==> config.mk <==
export PLATFORM = sky130hd
export DESIGN_NAME = button_reader
export DESIGN_NICKNAME = d
export VERILOG_FILES = /design/src/rtl/button_reader.sv
export SDC_FILE = /design/constraint.sdc
export NUM_CORES = 1
export LEC_CHECK = 0
export ABC_AREA = 1
export CORE_ASPECT_RATIO = 1.25
export CORE_MARGIN = 5
export CORE_UTILIZATION = 50
export DETAILED_ROUTE_END_ITERATION = 8
export GPL_TIMING_DRIVEN = 0
export PLACE_DENSITY_LB_ADDON = 0.1
export SETUP_SLACK_MARGIN = 0.1
export SYNTH_ARGS = -nofsm -noshare
export SYNTH_HDL_FRONTEND = slang
export SYNTH_SLANG_ARGS = --single-unit
==> constraint.sdc <==
create_clock -name i_clk -period 1.95 [get_ports i_clk]
set_input_delay 0.39 -clock i_clk [delete_from_list [all_inputs] [get_ports i_clk]]
set_output_delay 0.39 -clock i_clk [all_outputs]
set_load 0.05 [all_outputs]
==> src/rtl/button_reader.sv <==
// rtl/button_reader.sv - push-button synchroniser, debouncer and press/release/long event register
// Optional long-press event enabled by defining BUTTON_READER_LONG_PRESS_EN.
module button_reader #(
   parameter int DEBOUNCE_CYCLES = 480000,
   parameter int LONG_CYCLES     = 48000000,
   parameter bit ACTIVE_LOW      = 1'b1
) (
   input  logic       i_clk,
   input  logic       i_rst,
   input  logic       i_btn,
   input  logic       i_evt_ack,
   output logic       o_level,
   output logic       o_evt_valid,
   output logic [1:0] o_evt_code,
   output logic       o_overrun
);

   localparam int CW = $clog2(DEBOUNCE_CYCLES);
   localparam logic [CW-1:0] CNT_LAST = CW'(DEBOUNCE_CYCLES - 1);

   localparam logic [1:0] ST_RELEASED    = 2'd0;
   localparam logic [1:0] ST_PRESS_CHK   = 2'd1;
   localparam logic [1:0] ST_PRESSED     = 2'd2;
   localparam logic [1:0] ST_RELEASE_CHK = 2'd3;

   localparam logic [1:0] CODE_PRESS   = 2'b01;
   localparam logic [1:0] CODE_RELEASE = 2'b10;

   if (DEBOUNCE_CYCLES < 2 || LONG_CYCLES < 2) begin : g_bad_param
      $error("button_reader: DEBOUNCE_CYCLES and LONG_CYCLES must be >= 2");
   end

   logic          sync1;
   logic          sync2;
   logic [1:0]    state;
   logic [CW-1:0] cnt;
   logic          post;
   logic [1:0]    post_code;
   logic          press_accept;

   // Two-flop synchroniser on the polarity-corrected pad; reset reads as not pressed.
   always_ff @(posedge i_clk or posedge i_rst) begin
      if (i_rst) begin
         sync1 <= 1'b0;
         sync2 <= 1'b0;
      end else begin
         sync1 <= i_btn ^ ACTIVE_LOW;
         sync2 <= sync1;
      end
   end

   assign press_accept = (state == ST_PRESS_CHK) && sync2 && (cnt == CNT_LAST);

`ifdef BUTTON_READER_LONG_PRESS_EN
   localparam int HW = $clog2(LONG_CYCLES + 1);
   localparam logic [HW-1:0] HOLD_LAST = HW'(LONG_CYCLES - 1);
   localparam logic [HW-1:0] HOLD_MAX  = HW'(LONG_CYCLES);

   logic [HW-1:0] hold;

   // Saturating at LONG_CYCLES means HOLD_LAST is crossed once per press.
   always_ff @(posedge i_clk or posedge i_rst) begin
      if (i_rst) begin
         hold <= '0;
      end else if (press_accept) begin
         hold <= '0;
      end else if ((state == ST_PRESSED || state == ST_RELEASE_CHK) && hold != HOLD_MAX) begin
         hold <= hold + HW'(1);
      end
   end
`endif

   always_comb begin
      post      = 1'b0;
      post_code = 2'b00;
      if (press_accept) begin
         post      = 1'b1;
         post_code = CODE_PRESS;
      end
      if (state == ST_RELEASE_CHK && !sync2 && cnt == CNT_LAST) begin
         post      = 1'b1;
         post_code = CODE_RELEASE;
      end
`ifdef BUTTON_READER_LONG_PRESS_EN
      if (state == ST_PRESSED && hold == HOLD_LAST) begin
         post      = 1'b1;
         post_code = 2'b11;
      end
`endif
   end

   always_ff @(posedge i_clk or posedge i_rst) begin
      if (i_rst) begin
         state   <= ST_RELEASED;
         cnt     <= '0;
         o_level <= 1'b0;
      end else begin
         case (state)
            ST_RELEASED: begin
               if (sync2) begin
                  state <= ST_PRESS_CHK;
                  cnt   <= '0;
               end
            end
            ST_PRESS_CHK: begin
               if (!sync2) begin
                  state <= ST_RELEASED;
               end else if (cnt == CNT_LAST) begin
                  state   <= ST_PRESSED;
                  o_level <= 1'b1;
                  cnt     <= '0;
               end else begin
                  cnt <= cnt + CW'(1);
               end
            end
            ST_PRESSED: begin
               if (!sync2) begin
                  state <= ST_RELEASE_CHK;
                  cnt   <= '0;
               end
            end
            ST_RELEASE_CHK: begin
               if (sync2) begin
                  state <= ST_PRESSED;
               end else if (cnt == CNT_LAST) begin
                  state   <= ST_RELEASED;
                  o_level <= 1'b0;
                  cnt     <= '0;
               end else begin
                  cnt <= cnt + CW'(1);
               end
            end
            default: state <= ST_RELEASED;
         endcase
      end
   end

   // A new post always wins over an ack; it only counts as overrun if the old event was unacked.
   always_ff @(posedge i_clk or posedge i_rst) begin
      if (i_rst) begin
         o_evt_valid <= 1'b0;
         o_evt_code  <= 2'b00;
         o_overrun   <= 1'b0;
      end else begin
         o_overrun <= 1'b0;
         if (post) begin
            o_evt_valid <= 1'b1;
            o_evt_code  <= post_code;
            o_overrun   <= o_evt_valid && !i_evt_ack;
         end else if (i_evt_ack && o_evt_valid) begin
            o_evt_valid <= 1'b0;
            o_evt_code  <= 2'b00;
         end
      end
   end

endmodule

==> metrics.yaml <==
status: "completed"
synth_cell_types: 29
synth_xor_area_share_pct: 2.116
cp_max_fo: 4
gr-total-overflow: 0
netlist_area_sq_um: 1655
final_common_cell: "nand2_1"
syn_inst: 215
die_height_microns: 74.33
drive_above_1_share_pct: 16.74
tns_ns: 0
synth_compound_area_share_pct: 5.669
r2r_slack_ns: 0.28
routed_wl_microns: 3629
grt_pass1_wl_microns: 6299
synth_top_flop_cell: "dfrtp_1"
globalplace.congestion: 0.9464
hold_start: "sync1"
r2r_cells: 8
max_slew_margin_pct: 30.01
timing.fmax_mhz: 599.6
ios: 9
start_util_pct: 51.82
clock-sinks: 28
crit_type: "reg2reg"
cts-buffers-inserted: 3
dieArea_sq_um: 4569
h-tree-depth: 1
layout_common_cells: "nand2_1 (45), dfrtp_1 (28), inv_1 (23), nor2_1 (23), nand3_1 (20)"
ir_drop_mv: 0.4445
period_share_pct: 85.53
arrival_ns: 1.84
area_growth_pct: 12.77
hold_class: "reg2reg"
endpoint_kind: "flop"
drc: 0
first_iter_violations: 80
cp-start-kind: "flop"
core_area_sq_um: 3194
rows: 23
grt_usage_pct: 18.54
synth_fa_ha_area_share_pct: 0.7559
fillCellCount: 295
wl_per_cell_microns: 13.75
diodes: 0
final_antenna_net_count: 0
required_ns: 2.13
hold_depth: 0
dr.pass1.iters: 4
synth.net_count: 220
r2r-end: "cnt[14]"
syn-mean-instance-area_sq_um: 7.699
maxCapViolCount: 0
crit-reg2reg-launch: "cnt[0]"
clk_latency_ns: 0.28
ys_seq_area_share_pct: 42.33
dp_hpwl_microns: 2736
hold_end: "sync2"
cts_tree: "done"
skew_ns: 0.004532
muxShareOfSynthArea_pct: 0
worstMarginPinSlew_ns: 1.049
async_flop_share_pct: 100.0
final-max-slew-violation-count: 0
yosysWarningCount: 0
vias: 1413
grt_max_degree: 29
port_buffers: 8
max-clock-path-buffers: 2
synth-simple-area-share_pct: 40.06
power.leakage_nw: 0.8868
via_per_inst: 5.352
grt_pass1_vias: 1415
cts-root-buf: "clkbuf_8"
p_total_mw: 1.224
die_w_microns: 61.47
setup_viol: 0
period_needed_ns: 1.668
nets: 233
rsz0062_at_grt: "no"
hold_buffers: 0
hold_viol_final: 0
synth_edf_count: 0
synth_top_family_by_area: "simple AND/OR/NAND/NOR gates"
antenna_found_initial: 0
path_clk_slew_ns: 0.10
synth-seq-cells: 28
powerDensity_nw_per_um2: 655.8
-- logic make-up (layout without fill, tap and decap cells) --
kind of cell | count (synthesis) | in the layout
AND/OR/NAND/NOR | 131 | 131
buffers and inverters | 33 | 45
flip-flops | 28 | 28
AO/OA/AOI/OAI | 18 | 18
XOR/XNOR | 4 | 4
adder cells (fa/ha/maj) | 1 | 1
-- sequential cells by signal, indices dropped and copies added, names as in the netlist, named ones only --
name and flops:
o_evt_valid 1, o_overrun 1, o_evt_code 2, state 1, sync1 1, sync2 1
o_level 1, cnt 19
-- layout make-up --
cell class                      count  area (sq um)  area share (%)
Tap cell                           37         46.29           2.480
Buffer                              4         36.28           1.944
Clock inverter                      1         30.03           1.609
Sequential cell                    28         700.7           37.53
Inverter                           29         113.9           6.099
Multi-Input combinational cell    154         809.5           43.36
Timing Repair Buffer                8         88.84           4.759
Clock buffer                        3         41.29           2.212
-- report_power, final --
part | switching (mW) | leakage (nW) | internal (mW)
clock network | 0.192 | 0.0357 | 0.275
registers | 0.0277 | 0.378 | 0.604
logic | 0.0799 | 0.473 | 0.0460
-- synthesized netlist by cell type, types with 4 or more instances --
| master | number | area, sq um |
|---|---|---|
| nand2_1 | 45 | 168.9 |
| dfrtp_1 | 28 | 700.7 |
| inv_1 | 23 | 86.33 |
| nor2_1 | 23 | 86.33 |
| nand3_1 | 20 | 100.1 |
| nor2_2 | 14 | 87.58 |
| nand4_1 | 12 | 75.07 |
| o21ai_0 | 11 | 55.05 |
| a21oi_1 | 4 | 20.02 |
| inv_2 | 4 | 15.01 |
| nand2_2 | 4 | 25.02 |
| nor3_1 | 4 | 20.02 |
| xor2_1 | 4 | 35.03 |
-- repair_timing --
| item | in CTS | in global routing |
|---|---|---|
| setup buffers | 0 | 0 |
| gates resized for setup | 1 | 5 |
| endpoints found under the setup margin | 1 | 5 |
| endpoints found under the hold margin | 0 | 0 |
-- worst max-delay path by stage --
stage | from | end | slack, ns | cells past startpoint
2_1_floorplan | cnt[0] | cnt[10] | 0.53 | 9
3_3_place_gp | i_rst | cnt[16] | 0.28 | 2
3_5_place_dp | i_rst | cnt[12] | 0.24 | 2
4_1_cts | o_level | o_level | 0.10 | 1
5_1_grt | cnt[0] | cnt[14] | 0.15 | 8
6_report | cnt[0] | cnt[14] | 0.28 | 8
-- stage by stage --
step           instances  hold WS [ns]  worst slack [ns]  utilization (%)  area [sq um]
5_1_grt              264        0.3728            0.1545            58.44          1867
2_1_floorplan        215        0.3312            0.5335                -          1655
3_3_place_gp         260        0.3387            0.2829            55.78          1782
3_5_place_dp         260        0.3498            0.2392            55.78          1782
4_1_cts              264        0.3730            0.1038            57.97          1852
6_report             264        0.3699            0.2822            58.44          1867
-- critical path: stages, from the launching register on --
cell and delay [ns]:
dfrtp_1 0.43, ha_1 0.26, nand3_1 0.17, nor2_4 0.17, nand3_1 0.15, nor2_2 0.18
nand3_1 0.09, nand2_1 0.07, nor2_1 0.04
-- per-layer routing --
layer | routed length [microns] | vias up | global-route usage (%)
li1 | - | 715 | -
met1 | 1581 | 669 | 22.96
met2 | 1814 | 18 | 31.29
met3 | 90 | 11 | 2.083
met4 | 141 | 0 | 9.434
met5 | 0 | - | 0
Power figures use the tool's default switching activity.
==> variant 1 (same flow settings) <==
Add a define of `BUTTON_READER_LONG_PRESS_EN`.
--- a/src/rtl/button_reader.sv
+++ b/src/rtl/button_reader.sv
@@ -1,5 +1,7 @@
 // rtl/button_reader.sv - push-button synchroniser, debouncer and press/release/long event register
 // Optional long-press event enabled by defining BUTTON_READER_LONG_PRESS_EN.
+`define BUTTON_READER_LONG_PRESS_EN
+
 module button_reader #(
    parameter int DEBOUNCE_CYCLES = 480000,
    parameter int LONG_CYCLES     = 48000000,
Formal check against the unedited RTL: same outputs for any inputs over 10 cycles, from zero or initial values and one cycle with i_rst high; that may be too few to reach the edited logic, so the function may still have changed.
==> variant 1 against the unedited design <==
Worst setup slack got worse by 54 ps; design area increased by 120%; critical path depth increased by 1; power increased by 65%; synthesized cell count increased by 150%; die area increased by 98%; sequential cell count increased by 26; combinational power decreased by 20%; routed wire length increased by 140%; area after synthesis increased by 120%.
==> variant 1: results (changes against the unedited design) <==
* Avg Vias per Cell: 5.19 (-3.1%)
* Ratio of cells with drive above 1 in the final layout: 12.7% (-4.1 points)
- The pre-CTS setup slack is -35.5 ps (-275 ps).
- Area after DPL: 3830 um^2 (+110%)
- Global router's overall resource usage: 20.5% (+1.9 points)
* Leakage: 1.95 nW (+120%)
* Post-detailed-placement half-perimeter wirelength: 6730 um (+150%)
* Registers with the highest flip-flop counts: hold: 26 flops, cnt: 19 flops, o_evt_code: 2 flops
- Smallest hold slack: 379 ps (+9.16 ps)
- Depth of the CTS H-tree: 2 (+1)
- The worst setup skew after layout is 10.9 ps (+6.32 ps).
* Largest net degree at the start of global routing: 34 (+17%)
* Cts bufs inserted: 5 (+2)
- Setup slack on the worst flop-to-flop path: 230 ps (-50 ps)
- The cell count after placement is 629 (+140%).
- Worst-path fanout max: 10 (+6)
- The critical path ends at hold[10].
* Number of standard cells in the final layout excluding fillers: 643 (+140%)
* Largest voltage drop on the vdd net: 0.407 mV (-8.4%)
- The synthesized area per cell is 6.82 um^2 (-11%).
* Global placer's final weighted congestion: 0.906 (-4.2%)
- The signal arrival time at the worst endpoint came to 1930 ps (+90 ps).
* Number of unique standard cell types used by synthesis: 28 (-3.4%)
- Slew HR: 66.6% (+37 points)
- The via count of the first global-routing pass came to 3298 (+130%).
- Most numerous cell types in the synthesized netlist: nand2_1 (172), nor2_1 (88), nand3_1 (67)
- The final core utilization was 57.6% (-0.79 points).
* Outcome: finished, final reports clean
* Total detailed-routing wirelength: 8720 um (+140%)
- Global-route wire length before repair: 15000 um (+140%)
- DRT iter0 DRCs: 119 (+49%)
- Filler Cells Inserted: 704 (+140%)
- Minimum period implied by the final worst setup slack: 1720 ps (+53.8 ps)
- The clock latency reported for the late side of the worst-skew pair was 310 ps (+30 ps).
variant 1: cell count changes after synthesis, sizes merged, moves of 2 or more:
cell | before | now
nand3b | 1 | 6
and3 | 0 | 2
inv | 27 | 51
nand3 | 23 | 76
xnor2 | 0 | 5
o21ai | 12 | 8
ha | 1 | 3
buf | 4 | 12
xor2 | 4 | 15
clkinv | 2 | 0
nor2 | 39 | 99
nand2 | 51 | 176
dfrtp | 28 | 54
variant 1: per-layer routing:
layer  share of wire, %  track usage [%]  up-vias
met3                1.8             2.52       21
met1                 41             22.4     1556
li1                   -                -     1711
met2                 54             38.9       47
met5                  0                0        -
met4                3.0             8.03        0
variant 1: layout make-up:
cell class | instances | share of cell area [%]
buffer | 13 | 2.29
clock buffer | 5 | 1.70
clock inverter | 3 | 1.11
inverter | 51 | 4.79
multi-input combinational | 412 | 50.5
sequential | 54 | 33.4
tap | 90 | 2.78
timing repair buffer | 15 | 3.43
variant 1: worst max-delay path, cell delays in order (launching register included):
cell     delay [ps]
dfrtp_1         390
ha_2            200
nand3_1         110
inv_2           100
nand2_4          80
nor2_2          200
nand3_4         150
buf_2           230
nand3_1         100
nand2_1          50
variant 1: what timing repair did:
action | CTS | global route
pin swaps | 0 | 2
buffers inserted | 0 | 6
resized for setup | 10 | 15
endpoints found under the setup margin | 44 | 43
variant 1: where the power goes:
| part | switching (W) | internal, W |
|---|---|---|
| clock | 0.000389 | 0.000383 |
| combinational | 0.0000692 | 0.0000320 |
| sequential | 0.0000114 | 0.00113 |
variant 1: cells by family (layout without fill, tap and decap cells):
family          Yosys count  count (layout)  synth area share [%]
flops                    54              54                  37.4
compound gates           13              13                  2.18
buf+inv                  64              87                  7.58
simple gates            376             376                  47.0
fa+ha+maj                 3               3                  1.04
xor+xnor                 20              20                  4.85
==> variant 2 (same settings) <==
Without the edit above. Register the output `o_level` once more, cleared by the reset; this adds one clock of latency there. The other outputs are not delayed to match.
--- a/src/rtl/button_reader.sv
+++ b/src/rtl/button_reader.sv
@@ -25,6 +25,8 @@
 
    localparam logic [1:0] CODE_PRESS   = 2'b01;
    localparam logic [1:0] CODE_RELEASE = 2'b10;
+
+   logic o_level_s0;
 
    if (DEBOUNCE_CYCLES < 2 || LONG_CYCLES < 2) begin : g_bad_param
       $error("button_reader: DEBOUNCE_CYCLES and LONG_CYCLES must be >= 2");
@@ -93,7 +95,7 @@
       if (i_rst) begin
          state   <= ST_RELEASED;
          cnt     <= '0;
-         o_level <= 1'b0;
+         o_level_s0 <= 1'b0;
       end else begin
          case (state)
             ST_RELEASED: begin
@@ -107,7 +109,7 @@
                   state <= ST_RELEASED;
                end else if (cnt == CNT_LAST) begin
                   state   <= ST_PRESSED;
-                  o_level <= 1'b1;
+                  o_level_s0 <= 1'b1;
                   cnt     <= '0;
                end else begin
                   cnt <= cnt + CW'(1);
@@ -124,7 +126,7 @@
                   state <= ST_PRESSED;
                end else if (cnt == CNT_LAST) begin
                   state   <= ST_RELEASED;
-                  o_level <= 1'b0;
+                  o_level_s0 <= 1'b0;
                   cnt     <= '0;
                end else begin
                   cnt <= cnt + CW'(1);
@@ -154,5 +156,13 @@
       end
    end
 
+   always_ff @(posedge i_clk or posedge i_rst) begin
+      if (i_rst) begin
+         o_level <= '0;
+      end else begin
+         o_level <= o_level_s0;
+      end
+   end
+
 endmodule
 
Check against the original RTL: same outputs for any inputs over 10 cycles, from zero or initial values and one cycle with i_rst high; that may be too few to reach the edited logic, so the function may still have changed.
==> variant 2 against the unedited design <==
Combinational power fell by 36%; power fell by 8.3%; synthesized cell count fell by 3.3%; die area fell by 4.7%; routed wire length fell by 14%; worst setup slack improved by 42 ps; clock skew rose by 10 ps; design area fell by 5.9%; sequential cell count rose by 1; area after synthesis fell by 5.5%; largest cell class is now registers; highest routed layer unchanged.
==> variant 2: results (changes against the unedited design) <==
- Cts bufs inserted: 5 (+2)
- The leakage component of the power came to 0.879 nW (-0.91%).
- Net switching power: 0.000276 W (-7.7%)
- The worst reg2reg path depth came to 11 (+3).
- The number of vias per cell was 5.13 (-4.1%).
- The CTS H-tree depth came to 2 (+1).
* Outcome: finished, final reports clean
* DR WL met2: 1530 um (-16%)
* Root Buffer Master: clkbuf_4
* Reported sequential group power: 0.000625 W (-1%)
- Vias in the first global route: 1336 (-5.6%)
- Total power of the final layout: 0.00112 W (-8.3%)
- The detailed placer's ending HPWL is 2400 um (-12%).
- Global-route wire length before repair: 5690 um (-9.7%)
* Fraction of power consumed by combinational cells: 7.1% (-3.2 points)
- Top area cells in the synthesized netlist: dfrtp_1 (46%), nand2_1 (12%), nor2_1 (8.4%)
- The number of different library cells in the post-synthesis netlist came to 24 (-17%).
* Insertion delay of the later-clocked pin in the worst-skew pair: 330 ps (+50 ps)
- Final worst clock skew: 15.0 ps (+10.5 ps)
- Global placer's final weighted congestion: 0.866 (-8.5%)
* Final cycle utilization of the critical path: 83.4% (-2.2 points)
- Largest net degree at the start of global routing: 30 (+3.4%)
- Global router's overall resource usage: 17.5% (-1.1 points)
* Largest voltage drop on the vdd net: 0.473 mV (+6.3%)
- The total number of nets in the final design is 228 (-2.1%).
* Worst-path fanout max: 10 (+6)
==> variant 2: cells by family after synthesis <==
family                   Yosys count  synth area share, %
XOR/XNOR                           7                 3.92
flip-flops                        29                 46.4
AND/OR/NAND/NOR                  125                 36.2
buffers and inverters             35                 8.88
adder cells (fa/ha/maj)            1                0.800
AO/OA/AOI/OAI                     11                 3.84
==> variant 2: critical path, cell delays in order, from the launching register on <==
cell and delay (ps):
dfrtp_1 390, ha_1 210, nand2_1 110, nor2_4 140
nand2_4 90, inv_2 80, nand3_2 80, nand2_1 80
nand2_2 80, inv_2 70, buf_6 130, nor2_1 50
==> variant 2: per-stage QoR <==
step | util (%) | hold slack (ps) | instances
CTS | 59.0 | 390 | 260
global placement | 56.8 | 346 | 252
global route | 59.1 | 393 | 260
floorplan | - | 331 | 208
finish | 59.1 | 375 | 260
detailed placement | 56.8 | 359 | 252
==> variant 2: metal layers <==
metal | up-vias | global-route usage [%]
met5 | - | 0
met4 | 0 | 7.64
met3 | 13 | 6.23
met2 | 36 | 27.9
met1 | 605 | 20.8
li1 | 680 | -
==> variant 2: cell type report <==
| class | instances | area [um^2] |
|---|---|---|
| Buffer | 3 | 18.8 |
| Clock buffer | 7 | 65.1 |
| Clock inverter | 1 | 5.00 |
| Fill cell | 274 | 1220 |
| Inverter | 32 | 120 |
| Multi-Input combinational cell | 144 | 699 |
| Sequential cell | 29 | 726 |
| Tap cell | 36 | 45.0 |
| Timing Repair Buffer | 8 | 77.6 |
==> variant 2: timing repair <==
| item | 4_1_cts | 5_1_grt |
|---|---|---|
| endpoints found under the setup margin | 4 | 1 |
| gates resized for setup | 4 | 1 |
| buffers inserted | 0 | 0 |
